**config.mk**
```make
export PLATFORM = sky130hd
export DESIGN_NAME = inport_event_tx
export DESIGN_NICKNAME = d
export VERILOG_FILES = /design/src/rtl/inport_tx_pkg.sv /design/src/rtl/button_debounce.sv /design/src/rtl/inport_event_tx.sv
export SDC_FILE = /design/constraint.sdc
export NUM_CORES = 1
export LEC_CHECK = 0
export BUFFER_PORTS_ARGS = -buffer_cell sky130_fd_sc_hd__buf_4
export CORE_MARGIN = 1
export CORE_UTILIZATION = 55
export CTS_BUF_LIST = sky130_fd_sc_hd__clkbuf_8
export CTS_CLUSTER_DIAMETER = 60
export DETAILED_ROUTE_END_ITERATION = 8
export PLACE_DENSITY = 0.78
export SLEW_MARGIN = 20
export SYNTH_ARGS = -nofsm -noshare
export SYNTH_HDL_FRONTEND = slang
export SYNTH_SLANG_ARGS = --single-unit
```
**constraint.sdc**
```tcl
create_clock -name clk_clk -period 2.9 [get_ports clk_clk]
set_input_delay 0 -clock clk_clk [delete_from_list [all_inputs] [get_ports clk_clk]]
set_output_delay 0 -clock clk_clk [all_outputs]
set_load 0.01 [all_outputs]
```
**src/rtl/inport_tx_pkg.sv**
```systemverilog
// Package: inport_tx_pkg
// Shared definitions for the inport event transmitter:
//   - bit positions of the 32-bit event/status word presented to the host
//   - bit positions inside the host-written ack word
//   - event_t: the 24-bit payload stored per FIFO entry (bits [23:0] of the word)
//   - make_word(): assembles the host-visible word from head/seq/overflow
package inport_tx_pkg;

    // Host-visible word layout
    localparam int VALID_BIT = 31;
    localparam int SEQ_LSB   = 28;
    localparam int OVF_BIT   = 27;
    localparam int PRESS_BIT = 23;
    localparam int IDX_LSB   = 20;
    localparam int SNAP_LSB  = 16;
    localparam int TS_LSB    = 0;

    // Host-written ack word layout (sequence number lives in [2:0])
    localparam int ACK_EN_BIT  = 8;
    localparam int OVF_CLR_BIT = 9;

    // Field order matches word bits [23:0] exactly
    typedef struct packed {
        logic        press;
        logic [2:0]  idx;
        logic [3:0]  snap;
        logic [15:0] ts;
    } event_t;

    // Empty FIFO: payload and reserved fields read as zero
    function automatic logic [31:0] make_word(input logic       valid,
                                              input logic [2:0] seq,
                                              input logic       ovf,
                                              input event_t     ev);
        logic [31:0] w;
        w              = '0;
        w[VALID_BIT]   = valid;
        w[SEQ_LSB +: 3] = seq;
        w[OVF_BIT]     = ovf;
        if (valid) begin
            w[PRESS_BIT]     = ev.press;
            w[IDX_LSB +: 3]  = ev.idx;
            w[SNAP_LSB +: 4] = ev.snap;
            w[TS_LSB +: 16]  = ev.ts;
        end
        return w;
    endfunction

endpackage

```
**src/rtl/button_debounce.sv**
```systemverilog
// Module: button_debounce
// One push button: 2-FF synchroniser followed by a stability counter.
// The accepted level changes only after the synchronised input has differed
// from it for DEBOUNCE_CYCLES consecutive cycles; any return to the accepted
// level restarts the count.
// Ports:
//   i_clk       in  1  clock
//   i_rst_n     in  1  asynchronous active-low reset (accepted level = released)
//   i_button_n  in  1  raw active-low button, asynchronous and bouncing
//   o_pressed   out 1  debounced level, 1 = pressed
module button_debounce #(
    parameter int DEBOUNCE_CYCLES = 250000
) (
    input  logic i_clk,
    input  logic i_rst_n,
    input  logic i_button_n,
    output logic o_pressed
);

    localparam int CW = $clog2(DEBOUNCE_CYCLES + 1);

    logic [1:0]    r_sync;     // r_sync[1] is the synchronised "pressed" level
    logic          r_pressed;
    logic [CW-1:0] r_cnt;

    always_ff @(posedge i_clk or negedge i_rst_n) begin
        if (!i_rst_n) begin
            r_sync    <= 2'b00;
            r_pressed <= 1'b0;
            r_cnt     <= '0;
        end else begin
            r_sync <= {r_sync[0], ~i_button_n};
            if (r_sync[1] == r_pressed) begin
                r_cnt <= '0;
            end else if (r_cnt == CW'(DEBOUNCE_CYCLES - 1)) begin
                r_pressed <= r_sync[1];
                r_cnt     <= '0;
            end else begin
                r_cnt <= r_cnt + 1'b1;
            end
        end
    end

    assign o_pressed = r_pressed;

endmodule

```
**src/rtl/inport_event_tx.sv**
```systemverilog
// Module: inport_event_tx
// FPGA-side transmitter for the host-polled inport PIO. Debounced button
// presses/releases become 32-bit event words queued in a small FIFO; the
// head is shown on inport_word and the host pops it by echoing the current
// sequence number through ack_word.
// Optional feature: define INPORT_TX_TIMESTAMP_EN to build the 16-bit tick
// counter (TICK_DIV clocks per tick) that stamps word bits [15:0]; otherwise
// those bits are zero and the TICK_DIV parameter does not exist.
// Ports:
//   clk_clk        in  1          clock (same domain as the PIO exports)
//   reset_reset_n  in  1          asynchronous active-low reset
//   buttons_n      in  N_BUTTONS  raw active-low keys
//   ack_word       in  32         [8] ack_en, [9] ovf_clr, [2:0] ack_seq
//   inport_word    out 32         registered FIFO head / status word
//   overflow       out 1          sticky dropped-event flag
//   fifo_level     out 4          entries queued, 0..FIFO_DEPTH
module inport_event_tx
    import inport_tx_pkg::*;
#(
    parameter int N_BUTTONS       = 4,
    parameter int DEBOUNCE_CYCLES = 250000,
    parameter int FIFO_DEPTH      = 8
`ifdef INPORT_TX_TIMESTAMP_EN
   ,parameter int TICK_DIV        = 50000
`endif
) (
    input  logic                 clk_clk,
    input  logic                 reset_reset_n,
    input  logic [N_BUTTONS-1:0] buttons_n,
    input  logic [31:0]          ack_word,
    output logic [31:0]          inport_word,
    output logic                 overflow,
    output logic [3:0]           fifo_level
);

    localparam int AW = $clog2(FIFO_DEPTH);

    logic [N_BUTTONS-1:0] w_db;
    logic [N_BUTTONS-1:0] r_reported;
    logic [N_BUTTONS-1:0] w_pending;
    logic [N_BUTTONS-1:0] w_win_oh;
    logic [2:0]           w_win_idx;
    logic                 w_has_evt;
    logic [15:0]          w_ts;
    event_t               w_event;
    event_t               w_head;

    logic [AW:0]  r_wr, r_rd, w_level;   // extra MSB distinguishes full from empty
    event_t       r_mem [FIFO_DEPTH];
    logic         w_empty, w_full, w_push, w_pop, w_drop;

    logic         r_ack_en, r_ack_clr, r_ack_clr_d;
    logic [2:0]   r_ack_seq;
    logic [2:0]   r_seq;
    logic         r_ovf;
    logic [31:0]  r_inport;

    logic         w_unused_ack;
    assign w_unused_ack = ^{ack_word[31:10], ack_word[7:3]};

    for (genvar gi = 0; gi < N_BUTTONS; gi++) begin : g_btn
        button_debounce #(
            .DEBOUNCE_CYCLES(DEBOUNCE_CYCLES)
        ) u_db (
            .i_clk      (clk_clk),
            .i_rst_n    (reset_reset_n),
            .i_button_n (buttons_n[gi]),
            .o_pressed  (w_db[gi])
        );
    end

`ifdef INPORT_TX_TIMESTAMP_EN
    localparam int TDW = (TICK_DIV > 1) ? $clog2(TICK_DIV) : 1;
    logic [TDW-1:0] r_tick_div;
    logic [15:0]    r_ts;

    always_ff @(posedge clk_clk or negedge reset_reset_n) begin
        if (!reset_reset_n) begin
            r_tick_div <= '0;
            r_ts       <= '0;
        end else if (r_tick_div == TDW'(TICK_DIV - 1)) begin
            r_tick_div <= '0;
            r_ts       <= r_ts + 16'd1;
        end else begin
            r_tick_div <= r_tick_div + 1'b1;
        end
    end
    assign w_ts = r_ts;
`else
    assign w_ts = 16'h0000;
`endif

    // Lowest pending index wins; others wait for later cycles
    assign w_pending = w_db ^ r_reported;
    always_comb begin
        w_has_evt = 1'b0;
        w_win_oh  = '0;
        w_win_idx = 3'd0;
        for (int i = N_BUTTONS - 1; i >= 0; i--) begin
            if (w_pending[i]) begin
                w_has_evt   = 1'b1;
                w_win_oh    = '0;
                w_win_oh[i] = 1'b1;
                w_win_idx   = 3'(i);
            end
        end
    end

    always_comb begin
        w_event.press = |(w_db & w_win_oh);
        w_event.idx   = w_win_idx;
        w_event.snap  = 4'(w_db);
        w_event.ts    = w_ts;
    end

    assign w_level = r_wr - r_rd;
    assign w_empty = (r_wr == r_rd);
    assign w_full  = (r_wr[AW] != r_rd[AW]) && (r_wr[AW-1:0] == r_rd[AW-1:0]);
    assign w_head  = r_mem[r_rd[AW-1:0]];

    // A pop in the same cycle frees a slot, so a full FIFO still accepts then
    assign w_pop  = r_ack_en && (r_ack_seq == r_seq) && !w_empty;
    assign w_push = w_has_evt && (!w_full || w_pop);
    assign w_drop = w_has_evt && w_full && !w_pop;

    always_ff @(posedge clk_clk) begin
        if (w_push) begin
            r_mem[r_wr[AW-1:0]] <= w_event;
        end
    end

    always_ff @(posedge clk_clk or negedge reset_reset_n) begin
        if (!reset_reset_n) begin
            r_ack_en    <= 1'b0;
            r_ack_clr   <= 1'b0;
            r_ack_clr_d <= 1'b0;
            r_ack_seq   <= 3'd0;
            r_reported  <= '0;
            r_wr        <= '0;
            r_rd        <= '0;
            r_seq       <= 3'd0;
            r_ovf       <= 1'b0;
            r_inport    <= '0;
        end else begin
            r_ack_en    <= ack_word[ACK_EN_BIT];
            r_ack_clr   <= ack_word[OVF_CLR_BIT];
            r_ack_seq   <= ack_word[2:0];
            r_ack_clr_d <= r_ack_clr;
            // Dropped events are still marked reported so they are not retried
            if (w_has_evt) begin
                r_reported <= r_reported ^ w_win_oh;
            end
            if (w_push) begin
                r_wr <= r_wr + 1'b1;
            end
            if (w_pop) begin
                r_rd  <= r_rd + 1'b1;
                r_seq <= r_seq + 3'd1;
            end
            // A drop outranks a simultaneous clear request
            if (w_drop) begin
                r_ovf <= 1'b1;
            end else if (r_ack_clr && !r_ack_clr_d) begin
                r_ovf <= 1'b0;
            end
            r_inport <= make_word(!w_empty, r_seq, r_ovf, w_head);
        end
    end

    assign inport_word = r_inport;
    assign overflow    = r_ovf;
    assign fifo_level  = 4'(w_level);

endmodule

```
==> summary.txt <==
Worst setup path
  • CP Launch Type: register
  • CP Max Fanout: 9
  • Crit Path Class: reg2reg
  • Worst EP arrival: 2580 ps
  • Worst path cell trace: clkinv_1 -> ha_1 -> nand3_1 -> nor2b_1 -> a21oi_1 -> and4_1
  • Crit-path leading delay family: simple AND/OR/NAND/NOR gates
  • Buf/Inv on CP: 1
  • Slowest CP cell: dfrtp_1
  • Critical Path RT: between 3000 and 4000 ps
  • Worst path max stage delay: 540 ps
  • Crit. End Element: register

STA
  • Final Max Tran Viols: 0
  • Final Setup Violations: 0
  • RSZ-0062 raised after global routing: no
  • Setup_tns: 0 ps
  • Worst-Margin Slew: 948 ps
  • Share of the clock period used by the worst path after layout: 85.1%
  • Slew HR: approximately 37%
  • Period minus WS final: 2470 ps
  • Fmax: 405 MHz
  • Worst Clk Skew: 13.4 ps
  • Final Hold Fails: 0

Placement
  • Port bufs: 27
  • RePlAce Congestion: 0.856
  • Post-DP HPWL: 9.17 mm
  • DP Area: 8190 µm²

Clock network
  • Post-cts resize count: 0
  • Clk Latency, worst-skew pair: 450 ps
  • Post-CTS Setup Bufs: 0
  • CTS tree: yes
  • H-Tree Level Count: 4
  • Sink Count: 174
  • Reg clk slew, reported paths: about 90 ps
  • Clk root buf: clkbuf_8
  • Hold buffers post-CTS: 10
  • Maximum clock path buffer count: 2
  • CTS Buf Count: 17

Logic synthesis
  • Mapped Area: 7800 µm²
  • Synth area leaders: dfrtp_1 (38%), edfxtp_1 (22%), xnor2_1 (4.4%), mux4_2 (4.0%), xor2_1 (3.9%)
  • Share of the synthesized area in the top cell type: 37.9%
  • Synthesized instance count: 634
  • Warnings, synthesis: 0
  • #FFs+latches synth: 174
  • Area leader, netlist: dfrtp_1
  • Sequential area share after synthesis: 59.4%
  • Syn_area_per_cell: about 12 µm²
  • Distinct cell type count after synthesis: 49
  • Post-synth EDFFs: 56
  • Synth async-reset ratio: 67.8%
  • Main flop type after synthesis: dfrtp_1

Job
  • Maxcap violations: 0

Die
  • Initial Utilization: between 50% and 60%
  • Die ar.: 14700 µm²
  • Die width: 121 µm
  • Io pins: 75
  • Die height: roughly 120 µm
  • Rows: 43
  • Core Region: 13900 µm²

Cells and area
  • Layout cells sized above 1: roughly 14%
  • # fillers: 1050
  • Area growth, synth to finish: 10.6%
  • Most frequent cells in the layout: dfrtp_1 (118), nor2_1 (72), edfxtp_1 (56)
  • Nets: roughly 740
  • Diodes inserted: 0
  • Finished layout cell area: between 8000 and 9000 µm²
  • Final Core Density: 62.2%
  • Most common cell after layout, fill and taps aside: dfrtp_1

Drt
  • Post-DRT Antenna Nets: 0
  • Initial DRT Pass Iterations: 7
  • DR DRC count: 0
  • Number of vias per cell: ~5.5
  • Final WL: 13.6 mm
  • DR WL/cell: 15.5 µm
  • Routed via count: 4881
  • First DRT Iteration DRCs: 387

Power and ir drop
  • Static leakage: 3.46 nW
  • Power Dens Cells: between 400 and 500 nW/µm²
  • Peak VDD IR: 0.310 mV

GRT
  • Initial antenna violation count: 0
  • Overall routing resource usage: 20.1%
  • First-pass GRT wire length: 22.8 mm
  • Grt total ovfl: 0
  • Vias in the first global route: 4760
  • Largest net degree at the start of global routing: 64

Run status
  • Outcome: completed

Min path
  • Min-delay worst type: in2async
[path summary, 6_finish.rpt]
kind | startpoint | to | slack [ps] | cells after the start
min in group clk_clk | ack_word[2] | r_ack_seq[2]$_DFF_PN0_ | 200 | 2
worst min register to register | g_btn[0].u_db.r_sync[0]$_DFF_PN0_ | g_btn[0].u_db.r_sync[1]$_DFF_PN0_ | 360 | 0
worst max-delay path | r_rd[2]$_DFFE_PN0P_ | r_mem[5][5]$_DFFE_PP_ | 430 | 6
max in group asynchronous | reset_reset_n | g_btn[2].u_db.r_cnt[4]$_DFF_PN0_ | 1990 | 3
worst max register to register | r_rd[2]$_DFFE_PN0P_ | r_mem[5][5]$_DFFE_PP_ | 430 | 6
worst min-delay path | reset_reset_n | r_seq[1]$_DFFE_PN0P_ | 120 | 2
[sequential cells by signal (all words and copies together) (netlist names), 3 cells and up, named ones only]
register              cells
g_btn.u_db.o_pressed      4
g_btn.u_db.r_cnt         72
g_btn.u_db.r_sync         8
inport_word              12
r_ack_seq                 3
r_mem                    56
r_rd                      4
r_reported                3
r_seq                     3
r_wr                      4
[logic make-up after synthesis]
group	Yosys count	share of synthesized area (%)
other	1	0.0481
buffers and inverters	63	4.33
AO/OA/AOI/OAI	50	4.76
XOR/XNOR	74	8.31
AND/OR/NAND/NOR	237	15.8
adder cells (fa/ha/maj)	13	2.15
flip-flops	174	59.4
multiplexers	22	5.20
[report_power, final]
group / total (W) / switching (W) / internal (W)
combinational: 0.000121 / 0.0000784 / 0.0000426
sequential: 0.00256 / 0.0000198 / 0.00254
clock: 0.00149 / 0.000838 / 0.000656
total: 0.00418 / 0.000936 / 0.00324
[through the flow]
step                      worst slack, ps  cells  hold WS [ps]  power, W
after CTS                             464    881           135   0.00421
after global routing                  284    881           185   0.00432
after global placement                555    839          90.1   0.00272
after detailed placement              504    839          98.9   0.00273
final                                 433    881           125   0.00418
after floorplan                      42.1    653          -296   0.00269
[synthesized netlist by cell type, types with 2 or more instances]
cell        n
a21oi_1    24
xnor2_1    39
nand4_1    20
o21ai_0     6
clkbuf_1    8
or3_1       2
and3_1      4
a21o_1      2
edfxtp_1   56
nor3_1     12
or4b_1      2
buf_4      21
dfrtp_1   118
or4_1       9
and4_1      8
mux4_2     14
buf_2       4
inv_1      26
o41ai_4     3
nor2_1     72
nand3_1    30
nor4_1     22
nor4b_2     2
mux2_2      8
xor2_1     35
ha_1       11
nand2_1    41
nor3b_1     2
o31ai_1     9
o41ai_1     2
nor2b_1     3
a211oi_1    2
[layout make-up]
| class | count | area (µm²) | share of cell area (%) |
|---|---|---|---|
| Sequential cell | 174 | 4630 | 53.7 |
| Multi-Input combinational cell | 416 | 2900 | 33.6 |
| Timing Repair Buffer | 52 | 428 | 4.96 |
| Clock buffer | 17 | 234 | 2.71 |
| Tap cell | 180 | 225 | 2.61 |
| Clock inverter | 15 | 108 | 1.25 |
| Inverter | 27 | 101 | 1.17 |
[per-layer routing]
layer | vias up | global-route usage (%) | routed length (µm)
li1 | 2340 | - | -
met1 | 2423 | 26.6 | 6160
met2 | 96 | 32.1 | 6800
met3 | 22 | 4.04 | 434
met4 | 0 | 9.03 | 240
met5 | - | 0 | 0
No activity file was read; power rests on OpenSTA's default activity.
